$ cat config.mk
export PLATFORM = sky130hd
export DESIGN_NAME = saxil_read_arb
export DESIGN_NICKNAME = d
export VERILOG_FILES = /design/src/rtl/saxil_read_arb.sv
export SDC_FILE = /design/constraint.sdc
export NUM_CORES = 1
export LEC_CHECK = 0
export CORE_MARGIN = 8
export CORE_UTILIZATION = 38
export CTS_CLUSTER_SIZE = 14
export DETAILED_ROUTE_END_ITERATION = 12
export PLACE_DENSITY = 0.82
export SLEW_MARGIN = 25
export SYNTH_ARGS = -nofsm -noshare
export SYNTH_HDL_FRONTEND = slang
export SYNTH_SLANG_ARGS = --single-unit
$ cat constraint.sdc
create_clock -name saxil_read_arb_clk -period 1.93 [get_ports saxil_read_arb_clk]
set_input_delay 0.386 -clock saxil_read_arb_clk [delete_from_list [all_inputs] [get_ports saxil_read_arb_clk]]
set_output_delay 0.386 -clock saxil_read_arb_clk [all_outputs]
set_load 0.03 [all_outputs]
$ cat src/rtl/saxil_read_arb.sv
// Two-requester AXI-Lite read arbiter onto one slave; round-robin, one read in flight; AR handshake T -> m_rvalid T+3 at zero slave wait.
// arready only in IDLE (other requesters wait); slave stalls hold ADDR/DATA; master rready low holds RESP.
module saxil_read_arb #(
  parameter int ADDR_W = 32,
  parameter int DATA_W = 32
) (
  input  logic              saxil_read_arb_clk,
  input  logic              saxil_read_arb_rst_n,
  input  logic              saxil_read_arb_m0_arvalid,
  output logic              saxil_read_arb_m0_arready,
  input  logic [ADDR_W-1:0] saxil_read_arb_m0_araddr,
  input  logic [2:0]        saxil_read_arb_m0_arprot,
  output logic              saxil_read_arb_m0_rvalid,
  input  logic              saxil_read_arb_m0_rready,
  output logic [DATA_W-1:0] saxil_read_arb_m0_rdata,
  output logic [1:0]        saxil_read_arb_m0_rresp,
  input  logic              saxil_read_arb_m1_arvalid,
  output logic              saxil_read_arb_m1_arready,
  input  logic [ADDR_W-1:0] saxil_read_arb_m1_araddr,
  input  logic [2:0]        saxil_read_arb_m1_arprot,
  output logic              saxil_read_arb_m1_rvalid,
  input  logic              saxil_read_arb_m1_rready,
  output logic [DATA_W-1:0] saxil_read_arb_m1_rdata,
  output logic [1:0]        saxil_read_arb_m1_rresp,
  output logic              saxil_read_arb_s_arvalid,
  output logic [ADDR_W-1:0] saxil_read_arb_s_araddr,
  output logic [2:0]        saxil_read_arb_s_arprot,
  input  logic              saxil_read_arb_s_arready,
  input  logic              saxil_read_arb_s_rvalid,
  input  logic [DATA_W-1:0] saxil_read_arb_s_rdata,
  input  logic [1:0]        saxil_read_arb_s_rresp,
  output logic              saxil_read_arb_s_rready,
  output logic [1:0]        saxil_read_arb_grant
);

  typedef enum logic [1:0] {
    S_IDLE = 2'd0,
    S_ADDR = 2'd1,
    S_DATA = 2'd2,
    S_RESP = 2'd3
  } state_t;

  state_t            r_state;
  logic              r_last;
  logic [1:0]        r_grant;
  logic [ADDR_W-1:0] r_araddr;
  logic [2:0]        r_arprot;
  logic [DATA_W-1:0] r_rdata;
  logic [1:0]        r_rresp;
  logic              r_s_arvalid;
  logic              r_s_rready;
  logic [1:0]        r_m_rvalid;

  logic [1:0] w_req;
  logic [1:0] w_pick;
  logic       w_arb;
  logic       w_rdone;

  assign w_req = {saxil_read_arb_m1_arvalid, saxil_read_arb_m0_arvalid};

  // r_last names the requester served most recently; a tie goes to the other one.
  always_comb begin
    w_pick = 2'b00;
    if (w_req == 2'b11) begin
      w_pick = r_last ? 2'b01 : 2'b10;
    end else begin
      w_pick = w_req;
    end
  end

  // Reset gates the combinational arready so nothing is accepted while held in reset.
  assign w_arb   = (r_state == S_IDLE) && saxil_read_arb_rst_n;
  assign w_rdone = (r_state == S_RESP) &&
                   (|(r_grant & {saxil_read_arb_m1_rready, saxil_read_arb_m0_rready}));

  assign saxil_read_arb_m0_arready = w_arb & w_pick[0];
  assign saxil_read_arb_m1_arready = w_arb & w_pick[1];

  assign saxil_read_arb_s_arvalid = r_s_arvalid;
  assign saxil_read_arb_s_araddr  = r_araddr;
  assign saxil_read_arb_s_arprot  = r_arprot;
  assign saxil_read_arb_s_rready  = r_s_rready;
  assign saxil_read_arb_grant     = r_grant;

  assign saxil_read_arb_m0_rvalid = r_m_rvalid[0];
  assign saxil_read_arb_m1_rvalid = r_m_rvalid[1];
  assign saxil_read_arb_m0_rdata  = r_rdata;
  assign saxil_read_arb_m1_rdata  = r_rdata;
  assign saxil_read_arb_m0_rresp  = r_rresp;
  assign saxil_read_arb_m1_rresp  = r_rresp;

  always_ff @(posedge saxil_read_arb_clk or negedge saxil_read_arb_rst_n) begin
    if (!saxil_read_arb_rst_n) begin
      r_state     <= S_IDLE;
      r_last      <= 1'b1;
      r_grant     <= 2'b00;
      r_araddr    <= '0;
      r_arprot    <= '0;
      r_rdata     <= '0;
      r_rresp     <= '0;
      r_s_arvalid <= 1'b0;
      r_s_rready  <= 1'b0;
      r_m_rvalid  <= 2'b00;
    end else begin
      case (r_state)
        S_IDLE: begin
          if (|w_pick) begin
            r_grant     <= w_pick;
            r_araddr    <= w_pick[1] ? saxil_read_arb_m1_araddr : saxil_read_arb_m0_araddr;
            r_arprot    <= w_pick[1] ? saxil_read_arb_m1_arprot : saxil_read_arb_m0_arprot;
            r_s_arvalid <= 1'b1;
            r_state     <= S_ADDR;
          end
        end
        S_ADDR: begin
          if (saxil_read_arb_s_arready) begin
            r_s_arvalid <= 1'b0;
            r_s_rready  <= 1'b1;
            r_state     <= S_DATA;
          end
        end
        S_DATA: begin
          if (saxil_read_arb_s_rvalid) begin
            r_rdata    <= saxil_read_arb_s_rdata;
            r_rresp    <= saxil_read_arb_s_rresp;
            r_s_rready <= 1'b0;
            r_m_rvalid <= r_grant;
            r_state    <= S_RESP;
          end
        end
        S_RESP: begin
          if (w_rdone) begin
            r_m_rvalid <= 2'b00;
            r_last     <= r_grant[1];
            r_grant    <= 2'b00;
            r_state    <= S_IDLE;
          end
        end
        default: r_state <= S_IDLE;
      endcase
    end
  end

endmodule

Word-level counts from Yosys, hierarchy flattened:

Index checks and enable logic that the tools add are counted.

* eq/ne operators: 8
* mux-type cells: 19
* bitwise logic cells: 3
* reduce and logical (&&, ||, !) cells: 17

Operator list (count)
* 32-bit 2-to-1 mux: 1
* 2-bit 2-to-1 mux: 8
* 3-bit AND reduction: 4
* 2-bit one-hot mux with 2 select lines: 2
* 2-bit one-hot mux with 4 select lines: 1
* 2-bit nonzero test: 4
* 2-bit == test, second input constant: 3
* 2-bit != test, second input constant: 3
* 2-bit AND reduction: 3
* 1-bit 2-to-1 mux: 4
* 1-bit one-hot mux with 2 select lines: 2
* 4-bit AND reduction: 1
* 2-bit OR reduction: 2
* 3-bit 2-to-1 mux: 1
* 1-bit AND: 2
* 2-bit AND: 1
* 2-bit by 1-bit == test with 1-bit output, second input constant: 1
* 1-bit logical AND: 2
* 2-bit logical NOT: 1
* 2-bit by 1-bit != test with 1-bit output, second input constant: 1

* flip-flop bits (word level): 78
* input port bits: 112
* output and inout port bits: 111
* word-level logic and storage cells: 57

Longest topological paths before layout:

Gate-level depths: netlist (run 1).

* word-level depth: 5
* depth in mapped cells: 7

Worst setup path after synthesis (run 1):

Ideal clock, no wire load.

* path kind: register -> output
* start: register r_state[0]
* end: output saxil_read_arb_m0_arready
* arrival time: 1.275 ns
* required time: 1.544 ns
* setup slack: 0.269 ns
* stages on the path, launching flop included: 6
* buffers on the path: 1
* cells stage by stage: dfrtp_1 -> inv_1 -> ha_1 -> clkbuf_2 -> nand2_1 -> nor2_1

* longest elaborated chain between the ends: 3

Ends and longest elaborated chain
* from (decl): line 43 `state_t r_state;`
* from (signal assigned): line 94 `r_state <= S_IDLE;`
* from (signal assigned): line 112 `r_state <= S_ADDR;`
* from (signal assigned): line 119 `r_state <= S_DATA;`
* 2-bit logical NOT: line 72 `assign w_arb = (r_state == S_IDLE) && saxil_read_arb_rst_n;`
* 1-bit logical AND: line 72
* 1-bit AND: line 76 `assign saxil_read_arb_m0_arready = w_arb & w_pick[0];`
* to (decl): line 10 `output logic saxil_read_arb_m0_arready,`

Every way passes these cells.

Worst setup path after layout (run 1):

* start: input saxil_read_arb_m0_arvalid
* end: output saxil_read_arb_m1_arready

* longest elaborated chain between the ends: 3

Ends and longest elaborated chain
* from (decl): line 9 `input logic saxil_read_arb_m0_arvalid,`
* 2-bit == test: line 64 `if (w_req == 2'b11) begin`
* 2-bit 2-to-1 mux: line 64
* 1-bit AND: line 77 `assign saxil_read_arb_m1_arready = w_arb & w_pick[1];`
* to (decl): line 18 `output logic saxil_read_arb_m1_arready,`

Every way passes these cells.

==> results_dict.tcl, run 1 <==
set metrics [dict create \
    die_x_um 115 \
    drtPass1Iterations 4 \
    track_usage_pct 16.6 \
    boundaryPins 223 \
    drive_gt1_share_pct 12.6 \
    ys_ff_latch 78 \
    status "complete, no violations" \
    timing.fmax_mhz 545 \
    die_y_um 115 \
    io_buffers 222 \
    hpwl_mm 8.97 \
    slowest_delay_ns 0.51 \
    yosys_warnings 0 \
    die_area_um2 13100 \
    vias 3030 \
    fin_crit_sh_pct 95.0 \
    intPower_uw 6040 \
    start_kind "input pin" \
    grt_pass1_vias 3326 \
    routabilityCongestion 0.759 \
    fin_nets 626 \
    fin_tns_setup_ns 0 \
    switching_share_pct 45.2 \
    cp.required_ns 1.54 \
    routedWlPerCell_um 17.2 \
    gr-total-overflow 0 \
    fin_skew_ns 0.0104 \
    endpoint_kind "output pin" \
    viasPerCell 4.68 \
    grt_antenna_before_repair 0 \
    coreArea_um2 9590 \
    cts_max_level 3 \
    cts_tree "yes" \
    cp_top_family "buffers and inverters" \
    routed_wl_mm 11.2 \
    ys_seq_area_share_pct 52.9 \
    min_period_ns 1.83 \
    rsz0062_at_grt "no" \
    ir_drop_mv 0.940 \
    worst_pin_slew_ns 0.439 \
    hold_path.class "input pin to asynchronous set/reset pin" \
    synthCells 318 \
    grt_max_degree 79 \
    antennaDiodeCount 0 \
    p_switching_uw 4990 \
    cts_made_buffers 9 \
    area_delta_synth_final_pct 63.9 \
    hold_viol_final 0 \
    power_frac_comb_pct 61.4 \
    critical-path-slowest-cell "clkdlybuf4s50_1" \
    setup_violations 0 \
    arrival_ns 1.45 \
    drc 0 \
    syn_area_um2 3690 \
    clock_sinks 78 \
    ant_nets 0 \
    drt-initial-drc-count 95 \
    clock_path_buffers 2 \
    finalMaxSlewViolations 0 \
    start_util_pct 38.5 \
    cts-root-buf "clkbuf_8" \
    critical_path_peak_fanout 4 \
    critical_path_class "input pin to output pin" \
    insertion_delay_ns 0.34 \
    max_slew_margin_pct 70.7 \
    grt_pass1_wl_mm 17.2 \
    syn-num-nets 435 \
    syn_area_per_cell_um2 11.6 \
    p_leak_uw 0.00259 \
    clk_pin_slew_ns 0.08 \
    cap_violations 0 \
    critPathBufInv 3 \
    pwr-share-seq_pct 27.2 \
    post-route-util_pct 63.1 \
    crit_chain "clkdlybuf4s50_1 > a21boi_4 > inv_1 > nor2_1 > buf_4" \
    rows 36 \
    power_density_nw_per_um2 1820 \
    synth.distinct_cells 30 \
    clockPowerShare_pct 11.3 \
    ctsHoldBuffers 0 \
]
[flip-flops by register name, summed over array words and instances (netlist names)]
name	count
r_last	1
r_m_rvalid	2
r_state	2
saxil_read_arb_grant	2
saxil_read_arb_m0_rdata	32
saxil_read_arb_m0_rresp	2
saxil_read_arb_s_araddr	32
saxil_read_arb_s_arprot	3
saxil_read_arb_s_arvalid	1
saxil_read_arb_s_rready	1
[kinds of logic (layout without fill, tap and decap cells)]
| kind of cell | after synthesis | after routing | share of synthesized area (%) |
|---|---|---|---|
| flip-flops | 78 | 78 | 52.9 |
| multiplexers | 71 | 71 | 20.4 |
| buffers and inverters | 56 | 252 | 10.7 |
| AO/OA/AOI/OAI | 55 | 55 | 8.57 |
| AND/OR/NAND/NOR | 53 | 53 | 5.79 |
| adder cells (fa/ha/maj) | 5 | 5 | 1.69 |
[per-stage QoR]
stage | power [uW] | instances | area, um^2 | worst slack (ns) | hold slack, ns
after floorplan | 7260 | 318 | 3690 | 0.269 | 0.0904
after global placement | 9670 | 631 | 5830 | 0.0775 | 0.464
after detailed placement | 9870 | 631 | 5830 | 0.0502 | 0.467
after CTS | 11100 | 647 | 6040 | 0.0288 | 0.0911
after global routing | 11600 | 647 | 6050 | 0.0178 | 0.101
final | 11000 | 647 | 6050 | 0.0957 | 0.0511
[worst register-to-register path: stages, from the launching register on]
cell and delay, ns:
dfrtp_1 0.41, inv_2 0.12, ha_1 0.33, nand2_2 0.10, buf_12 0.19, mux2_1 0.33
[Yosys cell counts]
library cell,instances,area (um^2)
a22o_1,3,26.3
clkbuf_2,4,20.0
mux2i_1,36,360
inv_1,6,22.5
nand3_1,2,10.0
nand2b_1,1,6.26
mux2_1,5,56.3
buf_8,3,45.0
o21a_1,1,7.51
nor2_1,4,15.0
o22ai_1,1,6.26
a21boi_2,1,11.3
nor2b_1,3,18.8
ha_1,5,62.6
dfrtp_1,77,1930
a31oi_1,2,12.5
buf_6,1,11.3
a21oi_2,1,8.76
o21ai_0,10,50.1
a32oi_1,1,8.76
a22oi_1,1,7.51
buf_4,34,255
mux2_2,30,338
buf_2,8,40.0
nand2_1,42,158
a21oi_1,1,5.00
o2bb2ai_1,2,17.5
nand2_2,1,6.26
o21ai_1,31,155
dfstp_2,1,26.3
[power by group through the flow]
stage          logic, uW  clock network (uW)  registers (uW)
2_1_floorplan       2790                   0            4470
3_5_place_dp        6820                   0            3040
3_3_place_gp        6690                   0            2990
4_1_cts             6830                1300            3010
5_1_grt             7120                1370            3120
6_report            6770                1250            3000
[worst paths after layout]
path	slack (ns)	cells after the start	start	end
hold / removal	0.05	2	saxil_read_arb_rst_n	saxil_read_arb_m0_rdata[19]
min in group saxil_read_arb_clk	0.48	2	saxil_read_arb_s_araddr[1]	saxil_read_arb_s_araddr[1]
max in group asynchronous	1.50	2	saxil_read_arb_rst_n	saxil_read_arb_m0_rdata[21]
setup reg to reg	0.32	5	r_state[0]	saxil_read_arb_m0_rdata[21]
setup / recovery	0.1	5	saxil_read_arb_m0_arvalid	saxil_read_arb_m1_arready
hold reg to reg	0.48	2	saxil_read_arb_s_araddr[1]	saxil_read_arb_s_araddr[1]
[cell usage in the layout, fill, tap and decap left out, types with 2 or more instances in the layout]
cell             synthesis  routed
nor2_1                   4       4
mux2i_1                 36      36
ha_1                     5       4
o21ai_0                 10       9
dfrtp_1                 77      77
a22o_1                   3       3
nor2b_1                  3       3
nand2_1                 42      42
inv_2                    0       2
o2bb2ai_1                2       2
o21ai_1                 31      31
clkdlybuf4s50_1          0     217
nand3_1                  2       2
buf_4                   34       7
a31oi_1                  2       2
clkinvlp_4               0       3
buf_12                   0       4
inv_1                    6       4
mux2_2                  30      30
mux2_1                   5       5
clkbuf_8                 0      10
[final cells by class]
type                    count  area (um^2)
well taps                 133          166
fillers                   822         3540
repair buffers            230         2330
clock inverters             6         70.1
flip-flops and latches     78         1950
clock buffers              10          138
inverters                   6         22.5
multi-input cells         184         1380
[timing repair]
action,in CTS,in global routing
setup buffers,0,0
pin swaps,0,0
setup endpoints to repair,3,3
gates resized for setup,2,5
[metal layers]
layer | vias to the layer above | track usage, % | wire, um
li1 | 1440 | - | -
met1 | 1444 | 17.5 | 4120
met2 | 131 | 30.9 | 5940
met3 | 15 | 5.17 | 920
met4 | 0 | 4.79 | 169
met5 | - | 0 | 0
(Power assumes the default switching activity.)
==> run 2: changes to the inputs <==
--- a/config.mk
+++ b/config.mk
@@ -5,11 +5,13 @@
 export SDC_FILE = /design/constraint.sdc
 export NUM_CORES = 1
 export LEC_CHECK = 0
-export CORE_MARGIN = 8
+export CORE_MARGIN = 2
 export CORE_UTILIZATION = 38
 export CTS_CLUSTER_SIZE = 14
 export DETAILED_ROUTE_END_ITERATION = 12
+export MAX_ROUTING_LAYER = met4
 export PLACE_DENSITY = 0.82
+export REMOVE_ABC_BUFFERS = 1
 export SLEW_MARGIN = 25
 export SYNTH_ARGS = -nofsm -noshare
 export SYNTH_HDL_FRONTEND = slang
==> run 2 against run 1 <==
Total power is 1.7% higher; global-route usage rose by 2.2 points; clock skew about the same; worst setup slack got worse by 0.00084 ns; register-to-register slack about the same; routed wire length fell by 12%; first-iteration DRC count fell by 12%; critical path depth shrank 4; sequential power hardly changed; utilization up 2.1 points; sequential cell count did not move; critical endpoint is now saxil_read_arb_m0_rdata[3].
==> results_dict.tcl, run 2 (synthesized netlist as in run 1, its figures left out) <==
set metrics [dict create \
    status "complete, no violations" \
    critPathBufInv 1 \
    ctsHoldBuffers 0 \
    clk_pin_slew_ns 0.08 \
    post-route-util_pct 65.2 \
    routed_wl_mm 9.80 \
    io_buffers 222 \
    max_slew_margin_pct 71.9 \
    insertion_delay_ns 0.35 \
    hold_viol_final 0 \
    crit_chain "clkdlybuf4s50_1" \
    fin_nets 623 \
    finalMaxSlewViolations 0 \
    grt_max_degree 79 \
    fin_skew_ns 0.0105 \
    vias 2981 \
    gr-total-overflow 0 \
    fin_crit_sh_pct 95.1 \
    timing.fmax_mhz 545 \
    rsz0062_at_grt "no" \
    cap_violations 0 \
    cp_top_family "buffers and inverters" \
    start_util_pct 39.6 \
    worst_pin_slew_ns 0.422 \
    grt_antenna_before_repair 0 \
    start_kind "flop" \
    routabilityCongestion 0.731 \
    track_usage_pct 18.8 \
    slowest_delay_ns 0.72 \
    hold_path.class "input pin to asynchronous set/reset pin" \
    antennaDiodeCount 0 \
    arrival_ns 1.45 \
    hpwl_mm 7.65 \
    cts_made_buffers 9 \
    ant_nets 0 \
    cp.required_ns 1.54 \
    die_y_um 103 \
    cts-root-buf "clkbuf_8" \
    cts_tree "yes" \
    routedWlPerCell_um 15.3 \
    boundaryPins 223 \
    power_density_nw_per_um2 1840 \
    drive_gt1_share_pct 11.9 \
    rows 35 \
    final_cell_mix "clkdlybuf4s50_1, dfrtp_1, nand2_1" \
    ir_drop_mv 0.743 \
    drt-initial-drc-count 84 \
    endpoint_kind "output pin" \
    critical-path-slowest-cell "clkdlybuf4s50_1" \
    cts_max_level 3 \
    power_uw 11200 \
    coreArea_um2 9330 \
    critical_path_class "flop to output pin" \
    clock_path_buffers 2 \
    p_leak_uw 0.00263 \
    min_period_ns 1.84 \
    mostFrequentLayoutCell "clkdlybuf4s50_1" \
    viasPerCell 4.66 \
    drc 0 \
    die_x_um 103 \
    critical_path_peak_fanout 3 \
    drtPass1Iterations 4 \
    setup_violations 0 \
    area_delta_synth_final_pct 64.6 \
    die_area_um2 10500 \
    grt_pass1_vias 3006 \
    clock_sinks 78 \
    grt_pass1_wl_mm 14.6 \
]
## run 2: cell count changes in the layout (fill, tap and decap cells not counted), sizes merged
cell           previous run  this run
buf                      11         8
clkinvlp                  3         0
bufinv                    1         3
clkdlybuf4s50           217       215
dlymetal6s2s              1         3
clkinv                    1         2
## run 2: area by class of cell
class                   count  area, um^2
clock buffers              10         128
clock inverters             6         119
fillers                   739        3240
inverters                   6        22.5
multi-input cells         184        1380
flip-flops and latches     78        1950
well taps                 129         161
repair buffers            227        2320
## run 2: worst register-to-register path: cells and delay by family, from the launching register on
family                     cells  cell delay [ns]
DFF                            1             0.41
adders and majority gates      1             0.33
and+or+nand+nor                1             0.11
buffers and inverters          2             0.31
muxes                          1             0.35
## run 2: what timing repair did
item / 4_1_cts / 5_1_grt
pin swaps: 0 / 1
setup buffers: 0 / 0
resized for setup: 3 / 5
endpoints found under the setup margin: 3 / 3
## run 2: per-stage QoR
stage	area (um^2)	setup WS (ns)	instances	setup TNS [ns]	hold slack (ns)
after floorplan	3320	-1.24	268	-41.96	0.0904
after global placement	5820	-0.0112	624	-0.0112	0.461
after detailed placement	5820	-0.0372	624	-0.172	0.463
after CTS	6080	0.0134	640	0	0.0729
after global routing	6080	0.0117	640	0	0.0817
final	6080	0.0949	640	0	0.0575
## run 2: path summary, 6_finish.rpt
check,startpoint,end,slack (ns),cells after the start
worst max register to register,r_state[0],saxil_read_arb_m0_rdata[22],0.32,5
max in group asynchronous,saxil_read_arb_rst_n,r_last,1.50,2
worst min register to register,saxil_read_arb_s_araddr[23],saxil_read_arb_s_araddr[23],0.49,2
worst min-delay path,saxil_read_arb_rst_n,saxil_read_arb_m0_rdata[10],0.06,2
worst max-delay path,saxil_read_arb_m0_rdata[3],saxil_read_arb_m0_rdata[3],0.09,1
min in group saxil_read_arb_clk,saxil_read_arb_s_araddr[23],saxil_read_arb_s_araddr[23],0.49,2
## run 2: power by group
part,switching [uW],internal [uW],leakage [uW]
Clock,612,873,0.000123
Sequential,563,2450,0.000949
Combinational,3760,2950,0.00156
## run 2: metal layers
metal / GRT usage [%] / up-vias / share of wire, %
met5: - / - / 0
met4: 8.41 / 0 / 2.4
met3: 4.54 / 17 / 8.4
met2: 32.5 / 156 / 50
met1: 20.7 / 1376 / 39
li1: - / 1432 / -
==> run 3: changes to the inputs <==
--- a/config.mk
+++ b/config.mk
@@ -6,11 +6,11 @@
 export NUM_CORES = 1
 export LEC_CHECK = 0
 export CORE_MARGIN = 2
-export CORE_UTILIZATION = 38
+export CORE_UTILIZATION = 34
 export CTS_CLUSTER_SIZE = 14
 export DETAILED_ROUTE_END_ITERATION = 12
 export MAX_ROUTING_LAYER = met4
-export PLACE_DENSITY = 0.82
+export PLACE_DENSITY = 0.77
 export REMOVE_ABC_BUFFERS = 1
 export SLEW_MARGIN = 25
 export SYNTH_ARGS = -nofsm -noshare
==> constraint.sdc (replaced) <==
create_clock -name saxil_read_arb_clk -period 1.6 [get_ports saxil_read_arb_clk]
set_input_delay 0.32 -clock saxil_read_arb_clk [delete_from_list [all_inputs] [get_ports saxil_read_arb_clk]]
set_output_delay 0.32 -clock saxil_read_arb_clk [all_outputs]
set_load 0.03 [all_outputs]
==> run 3 against run 2 <==
Via count increased by 4.2%; critical endpoint is now saxil_read_arb_m1_arready; largest cell class unchanged; clock power about the same; cell count increased by 5.2%; highest routed layer unchanged; first-iteration DRC count decreased by 9.5%.
==> results_dict.tcl, run 3 (synthesized netlist as in run 1, its figures left out) <==
set metrics [dict create \
    hold_path.class "input pin to asynchronous set/reset pin" \
    routed_wl_mm 10.1 \
    finalMaxSlewViolations 0 \
    mostFrequentLayoutCell "dlygate4sd2_1" \
    power_density_nw_per_um2 2060 \
    post-route-util_pct 57.2 \
    intPower_uw 6640 \
    drtPass1Iterations 4 \
    start_kind "flop" \
    setup_violations 0 \
    critical_path_class "flop to output pin" \
    clockPowerShare_pct 11.8 \
    drt-initial-drc-count 76 \
    cts_made_buffers 9 \
    timing.fmax_mhz 632 \
    clk_pin_slew_ns 0.07 \
    start_util_pct 34.5 \
    cp.required_ns 1.28 \
    switching_share_pct 47.3 \
    hold_viol_final 0 \
    p_leak_uw 0.00290 \
    io_buffers 222 \
    boundaryPins 223 \
    routabilityCongestion 0.816 \
    cts_max_level 3 \
    reg2reg_to "r_state[0]" \
    r2r-start "r_state[1]" \
    die_x_um 108 \
    stdcell_area_um2 6120 \
    power_frac_comb_pct 59.8 \
    coreArea_um2 10700 \
    cap_violations 0 \
    drc 0 \
    final_cell_mix "dlygate4sd2_1, clkdlybuf4s50_1, dfrtp_1" \
    clock_path_buffers 2 \
    track_usage_pct 17.7 \
    cts_tree "yes" \
    reg2regPathDepth 8 \
    multi_input_area_um2 1410 \
    endpoint_kind "output pin" \
    insertion_delay_ns 0.34 \
    clock_sinks 78 \
    antennaDiodeCount 0 \
    dpl_cell_area_um2 5940 \
    critical_path_peak_fanout 3 \
    grt_antenna_before_repair 0 \
    die_y_um 108 \
    fillerInstances 956 \
    routedWlPerCell_um 15.1 \
    fin_crit_sh_pct 99.0 \
    rows 38 \
    max_slew_margin_pct 72.9 \
    cts-root-buf "clkbuf_8" \
    arrival_ns 1.26 \
    grt_max_degree 79 \
    status "complete, no violations" \
    min_period_ns 1.58 \
    viasPerCell 4.62 \
    grt_pass1_wl_mm 15.4 \
    ir_drop_mv 1.00 \
    grt_pass1_vias 3220 \
    ctsHoldBuffers 0 \
    ant_nets 0 \
    hpwl_mm 7.73 \
    rsz0062_at_grt "yes" \
    drive_gt1_share_pct 16.9 \
    gr-total-overflow 0 \
    die_area_um2 11700 \
    fin_skew_ns 0.00634 \
    vias 3107 \
    pwr-share-seq_pct 28.4 \
    reg2reg_slack_ns 0.03 \
    regArea_um2 1950 \
    worst_pin_slew_ns 0.406 \
    p_switching_uw 5960 \
    area_delta_synth_final_pct 65.7 \
    fin_nets 645 \
]
run 3: cell types whose count changed in the layout (fill, tap and decap cells not counted), moves of 2 or more:
cell             previous run  this run
bufinv_16                   3         1
clkinv_4                    2         0
buf_4                       3        23
dlymetal6s2s_1              3         0
dlygate4sd2_1               1       110
clkbuf_8                    9        11
ha_1                        4         2
clkdlybuf4s50_1           215       108
run 3: repair_timing:
action	in CTS	in global routing
resized for setup	120	8
setup buffers	5	2
pin swaps	3	3
endpoints found under the setup margin	111	35
gates cloned	0	1
run 3: layer usage:
layer / global-route usage (%) / vias up / wire, um
met5: - / - / 0
met4: 8.42 / 0 / 284
met3: 3.80 / 20 / 820
met2: 30.8 / 164 / 5210
met1: 19.3 / 1444 / 3830
li1: - / 1479 / -
run 3: worst max-delay path by stage:
stage,endpoint,from,slack (ns),depth (start not counted)
detailed placement,r_state[1],saxil_read_arb_m1_arvalid,-0.19,6
finish,saxil_read_arb_m1_arready,r_state[1],0.02,5
global placement,saxil_read_arb_s_arprot[2],saxil_read_arb_m0_arvalid,-0.16,5
floorplan,saxil_read_arb_s_araddr[0],saxil_read_arb_m1_arvalid,-1.50,2
CTS,saxil_read_arb_m1_arready,r_state[1],-0.02,5
global route,saxil_read_arb_m1_arready,r_state[1],-0.07,5
run 3: metrics by stage:
| step | std cells | TNS (ns) | hold slack (ns) | worst slack [ns] | power (uW) |
|---|---|---|---|---|---|
| 2_1_floorplan | 268 | -55.31 | 0.0244 | -1.50 | 8040 |
| 3_3_place_gp | 649 | -5.35 | 0.400 | -0.159 | 11700 |
| 3_5_place_dp | 649 | -6.63 | 0.416 | -0.195 | 11900 |
| 4_1_cts | 670 | -0.0281 | 0.0407 | -0.0151 | 12600 |
| 5_1_grt | 673 | -0.161 | 0.0632 | -0.0670 | 13300 |
| 6_report | 673 | 0 | 0.0468 | 0.0165 | 12600 |
run 3: critical path, cell delays in order (launching register included):
cell and delay, ns:
dfrtp_1 0.40, inv_2 0.09, ha_4 0.14, nand2_2 0.05
nor2_1 0.09, buf_4 0.17
run 3: power groups by stage:
| stage | registers, uW | logic [uW] | clock network (uW) |
|---|---|---|---|
| detailed placement | 3680 | 8260 | 0 |
| CTS | 3590 | 7450 | 1560 |
| global route | 3700 | 7990 | 1650 |
| finish | 3580 | 7530 | 1490 |
| floorplan | 6320 | 1730 | 0 |
| global placement | 3600 | 8140 | 0 |
run 3: area by class of cell:
type	instances	share of cell area (%)
sequential	78	31.9
tap	140	2.86
clock buffer	13	2.60
inverter	6	0.368
timing repair buffer	249	38.5
clock inverter	3	0.695
multi-input combinational	184	23.1
